--- src/rtl/priority_encoder_4to2_pkg.sv ---
// Shared types and helpers for the registered 4-to-2 priority encoder.
package prio_enc_pkg;

  localparam int N_REQ  = 4;
  localparam int CODE_W = 2;

  typedef logic [N_REQ-1:0]  req_t;
  typedef logic [CODE_W-1:0] code_t;

  typedef enum logic {
    EMPTY = 1'b0,
    FULL  = 1'b1
  } state_t;

  function automatic logic [2:0] popcount4(req_t v);
    return 3'(v[0]) + 3'(v[1]) + 3'(v[2]) + 3'(v[3]);
  endfunction

endpackage

--- src/rtl/priority_encoder_4to2_if.sv ---
// Request-in / code-out handshake bundle of the priority encoder.
interface prio_enc_if;
  import prio_enc_pkg::*;

  req_t  d;
  logic  d_valid;
  logic  d_ready;
  code_t y;
  logic  y_valid;
  logic  y_ready;
  logic  multi;
  logic  err;

  modport slave (
    input  d, d_valid, y_ready,
    output d_ready, y, y_valid, multi, err
  );

  modport master (
    output d, d_valid, y_ready,
    input  d_ready, y, y_valid, multi, err
  );

endinterface

--- src/rtl/priority_encoder_4to2_pick.sv ---
// Combinational winner search: scans downward from `start` with wrap-around.
module enc_prio_pick
  import prio_enc_pkg::*;
(
  input  req_t  req,
  input  code_t start,
  output code_t win,
  output logic  any
);

  code_t idx;

  always_comb begin
    win = '0;
    any = 1'b0;
    idx = '0;
    for (int i = 0; i < N_REQ; i++) begin
      idx = start - code_t'(i);
      if (!any && req[idx]) begin
        win = idx;
        any = 1'b1;
      end
    end
  end

endmodule

--- src/rtl/priority_encoder_4to2.sv ---
// Registered 4-to-2 priority encoder with valid/ready handshake.
// Optional rotating priority is enabled by defining PRIO_ENC_ROUND_ROBIN_EN.
module priority_encoder_4to2 #(
  parameter int N_REQ  = 4,
  parameter int CODE_W = 2
) (
  input  logic           clk,
  input  logic           rst_n,
  prio_enc_if.slave      bus
);
  import prio_enc_pkg::*;

  generate
    if (N_REQ != 4 || CODE_W != $clog2(N_REQ)) begin : g_bad_cfg
      $error("priority_encoder_4to2 supports only N_REQ=4, CODE_W=2");
    end
  endgenerate

  state_t state_p1;
  state_t state_nxt;
  code_t  y_p1;
  logic   multi_p1;
  logic   err_p1;
  code_t  start;
  code_t  win;
  logic   any;
  logic   xfer_in;
  logic   xfer_out;
  logic   load;

  assign bus.y_valid = (state_p1 == FULL);
  assign bus.d_ready = !bus.y_valid || bus.y_ready;
  assign bus.y       = y_p1;
  assign bus.multi   = multi_p1;
  assign bus.err     = err_p1;

  assign xfer_in  = bus.d_valid && bus.d_ready;
  assign xfer_out = bus.y_valid && bus.y_ready;
  assign load     = xfer_in && any;

  enc_prio_pick u_pick (
    .req   (bus.d),
    .start (start),
    .win   (win),
    .any   (any)
  );

`ifdef PRIO_ENC_ROUND_ROBIN_EN
  code_t ptr_p1;

  // Last winner drops to lowest priority; reset value 3 matches fixed priority.
  always_ff @(posedge clk or negedge rst_n) begin
    if (!rst_n) begin
      ptr_p1 <= code_t'(N_REQ - 1);
    end else if (load) begin
      ptr_p1 <= win - code_t'(1);
    end
  end

  assign start = ptr_p1;
`else
  assign start = code_t'(N_REQ - 1);
`endif

  always_comb begin
    state_nxt = state_p1;
    case (state_p1)
      EMPTY:   if (load) state_nxt = FULL;
      FULL:    if (xfer_out && !load) state_nxt = EMPTY;
      default: state_nxt = EMPTY;
    endcase
  end

  always_ff @(posedge clk or negedge rst_n) begin
    if (!rst_n) begin
      state_p1 <= EMPTY;
    end else begin
      state_p1 <= state_nxt;
    end
  end

  // Stage p1: output code register, loaded only by a nonzero transfer-in.
  always_ff @(posedge clk or negedge rst_n) begin
    if (!rst_n) begin
      y_p1     <= '0;
      multi_p1 <= 1'b0;
      err_p1   <= 1'b0;
    end else begin
      err_p1 <= xfer_in && !any;
      if (load) begin
        y_p1     <= win;
        multi_p1 <= (popcount4(bus.d) > 3'd1);
      end
    end
  end

endmodule
--- src/flat_wrapper.sv ---
// flat-port wrapper written by rule: the top's interface ports become plain ports
module priority_encoder_4to2_flat import prio_enc_pkg::*;
#(
  parameter int N_REQ  = 4,
  parameter int CODE_W = 2
)
  (clk, rst_n, bus_d, bus_d_valid, bus_y_ready, bus_d_ready, bus_y, bus_y_valid, bus_multi, bus_err);
  prio_enc_if bus_i ();
  input  logic clk;
  input  logic rst_n;
  input wire logic [$bits(bus_i.d)-1:0] bus_d;
  input wire logic [$bits(bus_i.d_valid)-1:0] bus_d_valid;
  input wire logic [$bits(bus_i.y_ready)-1:0] bus_y_ready;
  output wire logic [$bits(bus_i.d_ready)-1:0] bus_d_ready;
  output wire logic [$bits(bus_i.y)-1:0] bus_y;
  output wire logic [$bits(bus_i.y_valid)-1:0] bus_y_valid;
  output wire logic [$bits(bus_i.multi)-1:0] bus_multi;
  output wire logic [$bits(bus_i.err)-1:0] bus_err;
  assign bus_i.d = bus_d;
  assign bus_i.d_valid = bus_d_valid;
  assign bus_i.y_ready = bus_y_ready;
  assign bus_d_ready = bus_i.d_ready;
  assign bus_y = bus_i.y;
  assign bus_y_valid = bus_i.y_valid;
  assign bus_multi = bus_i.multi;
  assign bus_err = bus_i.err;
  priority_encoder_4to2 #(.N_REQ(N_REQ), .CODE_W(CODE_W)) u_core (.clk(clk), .rst_n(rst_n), .bus(bus_i));
endmodule
--- config.mk ---
export PLATFORM = sky130hd
export DESIGN_NAME = priority_encoder_4to2_flat
export DESIGN_NICKNAME = d
export VERILOG_FILES = /design/src/rtl/priority_encoder_4to2_pkg.sv /design/src/rtl/priority_encoder_4to2_if.sv /design/src/rtl/priority_encoder_4to2_pick.sv /design/src/rtl/priority_encoder_4to2.sv /design/src/flat_wrapper.sv
export SDC_FILE = /design/constraint.sdc
export NUM_CORES = 1
export LEC_CHECK = 0
export CORE_AREA = 2 2 39 41
export DETAILED_ROUTE_END_ITERATION = 6
export DIE_AREA = 0 0 41 43
export GPL_TIMING_DRIVEN = 1
export PLACE_DENSITY = 0.48
export SLEW_MARGIN = 20
export SYNTH_ARGS = -nofsm -noshare
export SYNTH_HDL_FRONTEND = slang
export SYNTH_SLANG_ARGS = --single-unit
--- constraint.sdc ---
create_clock -name clk -period 2.3 [get_ports clk]
set_clock_uncertainty 0.2 [all_clocks]
set_input_delay 0.345 -clock clk [delete_from_list [all_inputs] [get_ports clk]]
set_output_delay 0.345 -clock clk [all_outputs]
set_load 0.01 [all_outputs]
Word level (Yosys, flattened, before mapping) --
Cells that the tools add are included.
Operators by class: add/sub/neg operators 3, order comparisons 1, mux-type cells 11, bitwise gates (word level) 1, reduce and logical (&&, ||, !) cells 15
Operator list (number):
- logical AND 1 bit | 8
- two-way mux 2 bit | 4
- adder 3 x 1 -> 3 bit | 2
- logical NOT 1 bit | 6
- two-way mux 1 bit | 6
- greater-than comparator 3 x 1 -> 1 bit (second input constant) | 1
- adder 1 x 1 -> 2 bit | 1
- one-hot mux 1 bit (2 select lines) | 1
- logical OR 1 bit | 1
- inverter 1 bit | 1
Storage, ports and cells: register bits after elaboration 5, input bits 8, output and inout port bits 6, logic and storage cells 35

Depth between registers and ports, before layout --
Gate-level depths: netlist of run 1.
depth in word-level cells 15, mapped depth 4, mapped depth without buffers 4

Hierarchy --
Synthesis of run 1 repeated with hierarchy kept, for this count alone.
Second synthesis, totals: cell total of the unflattened synthesis 34, area, all modules 341.6 um^2
Modules (own cells, without submodules):
- priority_encoder_4to2 | times used 1, cells each 21, area an instance 259.0 um^2, seq. area each 125.1 um^2
- enc_prio_pick | times used 1, cells each 13, area an instance 82.6 um^2, seq. area each 0.0 um^2

Worst setup path after synthesis of run 1 --
Ideal clock, no wire load.
path type input port to flip-flop, start point in bus_d[0], end point reg u_core.multi_p1, in the netlist u_core.bus.multi, library setup time 0.125 ns, data arrival time 1.448 ns, required time 1.975 ns, slack 0.527 ns, stages 4, path buffers 0, cell sequence ha_1 -> ha_1 -> a211o_2 -> mux2_4
On the way: cells in the longest elaborated chain, start to end 4, elaborated cells between the ends (all ways) 7, those cells by class add/sub: 3; order compare: 1; mux: 1; reduce/logical: 2
Ends and longest elaborated chain:
- start: declaration | RTL line flat_wrapper.sv:11 | input wire logic [$bits(bus_i.d)-1:0] bus_d;
- adder 1 x 1 -> 2 bit | RTL line priority_encoder_4to2_pkg.sv:16 | return 3'(v[0]) + 3'(v[1]) + 3'(v[2]) + 3'(v[3]);
- adder 3 x 1 -> 3 bit (2 in series) | RTL line priority_encoder_4to2_pkg.sv:16
- greater-than comparator 3 x 1 -> 1 bit | RTL line priority_encoder_4to2.sv:92 | multi_p1 <= (popcount4(bus.d) > 3'd1);
- end signal: assignment | RTL line priority_encoder_4to2.sv:92
- end: declaration | RTL line priority_encoder_4to2.sv:22 | logic multi_p1;
Parallel ways exist; a longest one is shown, timed or not. A chain may end at the register's enable or synchronous reset.

Worst setup path after layout of run 1 --
start point in bus_y_ready, end point out bus_d_ready
On the way: cells in the longest elaborated chain, start to end 1
Ends and longest elaborated chain:
- start: declaration | RTL line flat_wrapper.sv:13 | input wire logic [$bits(bus_i.y_ready)-1:0] bus_y_ready;
- logical OR 1 bit | RTL line priority_encoder_4to2.sv:32 | assign bus.d_ready = !bus.y_valid || bus.y_ready;
- end: declaration | RTL line flat_wrapper.sv:14 | output wire logic [$bits(bus_i.d_ready)-1:0] bus_d_ready;
Every way passes these cells.

==> results of run 1 <==
[cells by family after synthesis]
logic type,Yosys count
simple gates,8
flops,5
compound gates,3
buf+inv,2
mux,2
fa+ha+maj,2
[sequential cells by signal, indices dropped and copies added, names as in the netlist]
name,count
u_core.bus.y_valid,1
u_core.bus.err,1
u_core.bus.multi,1
u_core.bus.y,2
[metrics by stage]
stage	util [%]	instance area (sq um)	hold slack [ns]	power, mW	std cells
final	32.3	447	0.128	0.283	56
after global routing	32.3	447	0.137	0.306	56
after CTS	32.3	447	0.129	0.289	56
after detailed placement	30.4	420	0.281	0.187	52
after global placement	30.4	420	0.284	0.186	52
after floorplan	-	263	-0.151	0.139	22
[layout make-up]
cell class	count	area share, %
clock buffers	4	5.88
well taps	16	4.48
inverters	2	1.68
multi-input cells	15	29.1
repair buffers	14	30.8
flip-flops and latches	5	28.0
[power by group]
part	internal, mW	switching [mW]	total [mW]
registers	0.0997	0.00574	0.105
clock network	0.0654	0.0328	0.0982
logic	0.0500	0.0293	0.0794
total	0.215	0.0679	0.283
[worst max-delay path by stage]
stage	start	endpoint	slack [ns]	cells past startpoint
finish	bus_y_ready	bus_d_ready	0.19	3
global route	bus_y_ready	bus_d_ready	0.14	3
CTS	bus_y_ready	bus_d_ready	0.18	3
detailed placement	bus_d[0]	u_core.bus.multi$_DFFE_PN0P_	0.01	5
global placement	bus_d[0]	u_core.bus.multi$_DFFE_PN0P_	0.06	5
floorplan	bus_d[0]	u_core.bus.multi$_DFFE_PN0P_	0.53	4
[routing by layer]
| metal | part of all wire [%] | wire length [microns] |
|---|---|---|
| met1 | 43 | 240 |
| met3 | 13 | 72 |
| met4 | 0 | 0 |
| met2 | 44 | 247 |
| met5 | 0 | 0 |
[cell usage in the layout (no fill, tap or decap)]
cell	instances
mux2i_1	1
inv_1	2
o2bb2ai_1	1
mux2_4	1
ha_1	2
clkdlybuf4s50_1	13
buf_4	1
or4_4	1
or2b_2	1
a21oi_1	1
nand3_4	1
clkbuf_4	3
dfrtp_1	5
clkbuf_1	1
nand2_1	3
nor2_1	2
a211o_2	1
[worst max-delay path: stages]
cell             delay, ns
clkdlybuf4s50_1       0.39
or2b_2                0.34
clkdlybuf4s50_1       0.49
==> impl_metrics.toml, run 1 <==
[worst_setup_path]
required_ns = 1.75
cp_data_arrival_time_ns = 1.56
critical_path.max_fanout = 4
r2r_start = "u_core.bus.y_valid$_DFF_PN0_"
worst-r2r-setup-slack_ns = 0.89
endpoint_kind = "output pin"
crit_type = "in -> out"
worstSetupStartpointType = "input pin"
ff2ff_path_depth = 3
reg2reg_to = "u_core.bus.multi$_DFFE_PN0P_"

[global_routing]
grt-busiest-layer = "met2"
gr-total-overflow = 0
grtUsageMet2_pct = 11.3
met1_usage_pct = 8.50
grt_max_degree = 6
grtUsageTotal_pct = 8.17
grtUsageMet3_pct = 6.81
grt_pass1_vias = 249
grt_pass1_wl_microns = 931
antenna_found_initial = 0

[drt]
wirelength_microns = 561
viasPerCell = 4.23
first_pass_iters = 1
drt_iter0_drc = 0
drc_errors = 0
ant_nets = 0
vias = 237
wl_per_cell_microns = 10.0

[place]
dp_hpwl_microns = 489
gp_congestion = 0.641
numPortBuffers = 13
dp_slack_ns = 0.0150

[sta]
fin_crit_ns = 2.11
finalSetupViolCount = 0
layout_setup_ws_ns = 0.192
max_slew_margin_pct = 85.2
tightestPinTransition_ns = 0.221
fmax_ghz = 0.474
fin_tns_setup_ns = 0
final_max_slew_viol_count = 0
finalCritPeriodShare_pct = 91.7
grt_setup_unrepaired = "false"
hold_viol_final = 0

[yosys]
synth_area_leader_cell = "dfrtp_1"
synthMostInstantiatedCell = "dfrtp_1"
yosysSeqAreaShare_pct = 47.6
yosys-top-cells-area = "dfrtp_1 (48%), ha_1 (9.5%), nand3_4 (6.7%), mux2_4 (5.7%), nand2_1 (4.3%)"
synth_fa_ha_area_share_pct = 9.52
synth_area_sq_um = 263
yosysWarningCount = 0
ys_ff_latch = 5
synth_cell_types = 13
synth_top_family_by_area = "simple AND/OR/NAND/NOR gates"
synth_mux_area_share_pct = 9.52
ys.flop_type = "dfrtp_1"
synth_fp_nets = 32
yosys-top-cells-count = "dfrtp_1 (5), nand2_1 (3), ha_1 (2), inv_1 (2), nor2_1 (2)"
avgSynthCellArea_sq_um = 11.9
synth_edf_count = 0
synth_top_area_share_pct = 47.6
syn-instance-count = 22
async_flop_share_pct = 100
synth_xor_xnor_area_share_pct = 0
synth_compound_area_share_pct = 9.05
yosys.area_share.simple_pct = 21.4

[floorplanning]
die_area_sq_um = 1760
fp.dieW_microns = 41
coreArea_sq_um = 1380
io-pin-count = 14
die_height_microns = 43
initial_core_util_pct = 19.0
row_count = 14

[cts]
cts_tree = "done"
cts.sinks = 5
cts_buffers = 3
clk_pin_slew_ns = 0.04
hold_buffers = 0
ctsResizeCount = 0
root_buffer = "clkbuf_4"
clock_latency_ns = 0.23
postCtsSetupBuffers = 0
clockBufferDepth = 2
ctsHtreeMaxLevel = 1

[cells_and_area]
area_growth_pct = 70.0
regArea_sq_um = 125
multi_input_area_sq_um = 130
num-nets-final = 51
antenna_cells = 0
fillers = 143
final_layout_size_suffix_gt1_share_pct = 22.5

[power]
ir_worst_vdd_mv = 0.195
p_per_area_nw_per_um2 = 634
leakagePower_nw = 0.207

[outcome]
status = "completed"

[min_path]
min_path_type = "in -> async"

[run]
drv_cap = 0
No activity file was read; power rests on OpenSTA's default activity.
==> run 2, diff against run 1 <==
--- a/config.mk
+++ b/config.mk
@@ -5,11 +5,13 @@
 export SDC_FILE = /design/constraint.sdc
 export NUM_CORES = 1
 export LEC_CHECK = 0
+export ABC_AREA = 1
 export CORE_AREA = 2 2 39 41
 export DETAILED_ROUTE_END_ITERATION = 6
 export DIE_AREA = 0 0 41 43
 export GPL_TIMING_DRIVEN = 1
-export PLACE_DENSITY = 0.48
+export PLACE_DENSITY = 0.44
+export REMOVE_ABC_BUFFERS = 1
 export SLEW_MARGIN = 20
 export SYNTH_ARGS = -nofsm -noshare
 export SYNTH_HDL_FRONTEND = slang
==> run 2 against run 1 <==
Synthesized cell count up 55%; total power shrank 0.11%; critical path type unchanged; worst hold slack improved by 0.0021 ns; maximum frequency grew 4.0%; wire length down 4.5%; sequential power about the same; area after synthesis increased by 4.8%; largest cell class is now multi-input gates; via count increased by 2.1%.
==> impl_metrics.toml, run 2 <==
[floorplanning]
die_area_sq_um = 1760
initial_core_util_pct = 19.9
row_count = 14
coreArea_sq_um = 1380
io-pin-count = 14
fp.dieW_microns = 41
die_height_microns = 43

[yosys]
synth_edf_count = 0
synth_area_sq_um = 275
synth_top_area_share_pct = 45.5
yosysSeqAreaShare_pct = 45.5
async_flop_share_pct = 100
yosys-top-cells-area = "dfrtp_1 (45%), nand2_1 (16%), ha_1 (9.1%), inv_1 (6.8%), a21oi_4 (5.9%)"
syn-instance-count = 34
avgSynthCellArea_sq_um = 8.10
synth_cell_types = 10
yosysWarningCount = 0
ys_ff_latch = 5
ys.flop_type = "dfrtp_1"
yosys-top-cells-count = "nand2_1 (12), dfrtp_1 (5), inv_1 (5)"
synth_area_leader_cell = "dfrtp_1"
synthMostInstantiatedCell = "nand2_1"

[power]
leakagePower_nw = 0.224
ir_worst_vdd_mv = 0.178
p_per_area_nw_per_um2 = 626
power.total_mw = 0.283

[sta]
layout_setup_ws_ns = 0.272
max_slew_margin_pct = 84.7
fmax_ghz = 0.493
fin_tns_setup_ns = 0
fin_crit_ns = 2.03
tightestPinTransition_ns = 0.228
finalCritPeriodShare_pct = 88.2
hold_viol_final = 0
finalSetupViolCount = 0
grt_setup_unrepaired = "false"
final_max_slew_viol_count = 0

[cts]
cts_buffers = 3
root_buffer = "clkbuf_4"
ctsHtreeMaxLevel = 1
ctsResizeCount = 0
clock_latency_ns = 0.24
clockBufferDepth = 2
cts_tree = "done"
hold_buffers = 0
postCtsSetupBuffers = 0
cts.sinks = 5
clk_pin_slew_ns = 0.04

[place]
dp_slack_ns = 0.269
numPortBuffers = 13
placedCellCount = 63
placed_cell_area_sq_um = 425
gp_congestion = 0.577
dp_hpwl_microns = 464

[worst_setup_path]
endpoint_kind = "output pin"
r2r_start = "u_core.bus.y_valid$_DFF_PN0_"
cp_data_arrival_time_ns = 1.48
worstSetupStartpoint = "bus_y_ready"
critical_path.max_fanout = 2
crit_type = "in -> out"
worstSetupStartpointType = "input pin"
required_ns = 1.75

[cells_and_area]
final_cells = 67
layout_common_cells = "clkdlybuf4s50_1 (13), nand2_1 (12), inv_1 (5), dfrtp_1 (5)"
final_layout_size_suffix_gt1_share_pct = 13.7
fillers = 173
mostFrequentLayoutCell = "clkdlybuf4s50_1"
area_growth_pct = 64.1
post-route-cell-area_sq_um = 452
num-nets-final = 62
largest_register_ffs = 2
antenna_cells = 0

[drt]
first_pass_iters = 2
wirelength_microns = 536
wl_per_cell_microns = 8.00
vias = 242
ant_nets = 0
viasPerCell = 3.61
drt_iter0_drc = 2
drc_errors = 0

[global_routing]
grt_pass1_vias = 228
grt_max_degree = 6
grtUsageTotal_pct = 8.24
gr-total-overflow = 0
grt_pass1_wl_microns = 897
antenna_found_initial = 0

[run]
drv_cap = 0

[outcome]
status = "completed"

[min_path]
min_path_type = "in -> async"
## run 2: cells by family after synthesis
kind of cell / count (synthesis) / share of synthesized area (%)
and+or+nand+nor: 20 / 30.9
buffers and inverters: 5 / 6.82
DFF: 5 / 45.5
AOI/OAI and AO/OA: 2 / 7.73
adders and majority gates: 2 / 9.09
## run 2: area by class of cell
class	count	area [sq um]	area share, %
clock buffers	4	26.3	5.82
inverters	5	18.8	4.16
flip-flops and latches	5	125	27.7
repair buffers	13	130	28.8
well taps	16	20.0	4.43
multi-input cells	24	131	29.1
## run 2: layer usage
layer	GRT usage, %	routed length (microns)	up-vias
met5	0	0	-
met4	12.0	0	0
met3	0.524	51	0
met2	9.38	262	11
met1	10.6	222	94
li1	-	-	137
## run 2: worst paths after layout
path / endpoint / slack (ns) / cells after the start
max reg2reg: u_core.bus.multi$_DFFE_PN0P_ / 1.15 / 4
min reg2reg: u_core.bus.y[0]$_DFFE_PN0P_ / 0.27 / 2
max in group asynchronous: u_core.bus.y[1]$_DFFE_PN0P_ / 1.58 / 1
min in group clk: u_core.bus.y[0]$_DFFE_PN0P_ / 0.27 / 2
min: u_core.bus.err$_DFF_PN0_ / 0.13 / 1
max: bus_d_ready / 0.27 / 4
## run 2: critical path, stage by stage
cell and delay, ns:
clkdlybuf4s50_1 0.45, inv_1 0.07, nand2_1 0.08, clkdlybuf4s50_1 0.53
## run 2: per-stage QoR
step	hold WS (ns)	utilization [%]
3_3_place_gp	0.260	30.7
4_1_cts	0.133	32.6
3_5_place_dp	0.268	30.7
6_report	0.130	32.6
5_1_grt	0.151	32.6
2_1_floorplan	-0.151	-
## run 2: where the power goes
group / switching, mW / internal [mW] / total (mW)
Combinational: 0.0324 / 0.0436 / 0.0760
Sequential: 0.00729 / 0.0998 / 0.107
Clock: 0.0342 / 0.0655 / 0.0997
Total: 0.0739 / 0.209 / 0.283
==> run 3, diff against run 2 <==
--- a/config.mk
+++ b/config.mk
@@ -10,7 +10,8 @@
 export DETAILED_ROUTE_END_ITERATION = 6
 export DIE_AREA = 0 0 41 43
 export GPL_TIMING_DRIVEN = 1
-export PLACE_DENSITY = 0.44
+export PLACE_DENSITY = 0.52
+export RECOVER_POWER = 100
 export REMOVE_ABC_BUFFERS = 1
 export SLEW_MARGIN = 20
 export SYNTH_ARGS = -nofsm -noshare
==> run 3 against run 2 <==
First-iteration DRC count grew to 3.0 times the previous value; critical path depth did not move; worst hold slack better by 0.069 ns; sequential share of layout area rose by 0.71 points; non-clock buffer count unchanged; largest cell class is now buffers.
==> impl_metrics.toml, run 3 (same netlist as run 2, synthesis figures left out) <==
[run]
drv_cap = 0

[cts]
cts_tree = "done"
postCtsSetupBuffers = 0
clock_latency_ns = 0.24
cts.sinks = 5
clk_pin_slew_ns = 0.05
cts_buffers = 3
clockBufferDepth = 2
root_buffer = "clkbuf_4"
ctsResizeCount = 0
hold_buffers = 0
ctsHtreeMaxLevel = 1

[floorplanning]
die_height_microns = 43
io-pin-count = 14
fp.dieW_microns = 41
initial_core_util_pct = 19.9
coreArea_sq_um = 1380
row_count = 14
die_area_sq_um = 1760

[worst_setup_path]
ff2ff_path_depth = 4
crit_type = "in -> out"
worstSetupStartpointType = "input pin"
endpoint_kind = "output pin"
cp_data_arrival_time_ns = 1.52
required_ns = 1.75
critical_path.max_fanout = 2

[cells_and_area]
mostFrequentLayoutCell = "nand2_1"
num-nets-final = 62
layout_common_cells = "nand2_1 (12), dlygate4sd3_1 (8), inv_1 (5), clkdlybuf4s50_1 (5), dfrtp_1 (5)"
largest_register_ffs = 2
final_layout_size_suffix_gt1_share_pct = 11.8
antenna_cells = 0
area_growth_pct = 60.0
final_cells = 67

[sta]
max_slew_margin_pct = 74.0
final_max_slew_viol_count = 0
fin_crit_ns = 2.06
fmax_ghz = 0.485
finalCritPeriodShare_pct = 89.6
tightestPinTransition_ns = 0.389
hold_viol_final = 0
grt_setup_unrepaired = "false"
fin_tns_setup_ns = 0
finalSetupViolCount = 0

[place]
gp_congestion = 0.577
dp_hpwl_microns = 441
numPortBuffers = 13
placedCellCount = 63

[drt]
vias = 257
viasPerCell = 3.84
drt_iter0_drc = 6
ant_nets = 0
wl_per_cell_microns = 8.25
wirelength_microns = 553
first_pass_iters = 4
drc_errors = 0

[global_routing]
gr-total-overflow = 0
antenna_found_initial = 0
grt_pass1_vias = 214
grt_max_degree = 6
grtUsageTotal_pct = 8.06
grt_pass1_wl_microns = 841

[power]
ir_worst_vdd_mv = 0.123
p_per_area_nw_per_um2 = 627
power.total_mw = 0.276
leakagePower_nw = 0.228

[min_path]
min_path_type = "in -> async"

[outcome]
status = "completed"
## run 3: cell types whose count changed in the layout (fill, tap and decap cells not counted)
cell | previous run | this run
a21oi_1 | 0 | 1
a21oi_4 | 1 | 0
clkdlybuf4s50_1 | 13 | 5
dlygate4sd3_1 | 0 | 8
## run 3: layer usage
metal | GRT usage [%] | up-vias | routed length (microns) | share of wire (%)
met5 | 0 | - | 0 | 0
met4 | 10.0 | 0 | 0 | 0
li1 | - | 142 | - | -
met1 | 8.12 | 100 | 250 | 45
met2 | 9.38 | 15 | 230 | 42
met3 | 5.24 | 0 | 73 | 13
## run 3: path summary, 6_finish.rpt
kind / start / end / slack (ns)
worst max-delay path: bus_y_ready / bus_d_ready / 0.24
worst max register to register: u_core.bus.y_valid$_DFF_PN0_ / u_core.bus.y[1]$_DFFE_PN0P_ / 1.00
worst min register to register: u_core.bus.y[0]$_DFFE_PN0P_ / u_core.bus.y[0]$_DFFE_PN0P_ / 0.27
min in group clk: u_core.bus.y[0]$_DFFE_PN0P_ / u_core.bus.y[0]$_DFFE_PN0P_ / 0.27
max in group asynchronous: rst_n / u_core.bus.y[1]$_DFFE_PN0P_ / 1.50
worst min-delay path: rst_n / u_core.bus.multi$_DFFE_PN0P_ / 0.20
## run 3: worst max-delay path, cell delays in order
cell             delay, ns
dlygate4sd3_1         0.52
inv_1                 0.05
nand2_1               0.07
clkdlybuf4s50_1       0.53
## run 3: layout make-up
class                   count  area [sq um]
inverters                   5          18.8
clock buffers               4          26.3
repair buffers             13           130
flip-flops and latches      5           125
well taps                  16          20.0
fillers                   160           943
multi-input cells          24           120
## run 3: metrics by stage
step | util (%) | hold WS (ns) | setup slack (ns) | instance area, sq um
4_1_cts | 32.6 | 0.132 | 0.266 | 452
6_report | 31.8 | 0.199 | 0.239 | 440
3_3_place_gp | 30.7 | 0.253 | 0.289 | 425
5_1_grt | 31.8 | 0.213 | 0.180 | 440
3_5_place_dp | 30.7 | 0.257 | 0.274 | 425
2_1_floorplan | - | -0.151 | 0.891 | 275
## run 3: report_power, final
part / leakage (nW) / internal [mW] / switching [mW]
Combinational: 0.152 / 0.0370 / 0.0323
Clock: 0.0150 / 0.0656 / 0.0362
Sequential: 0.0610 / 0.0997 / 0.00547
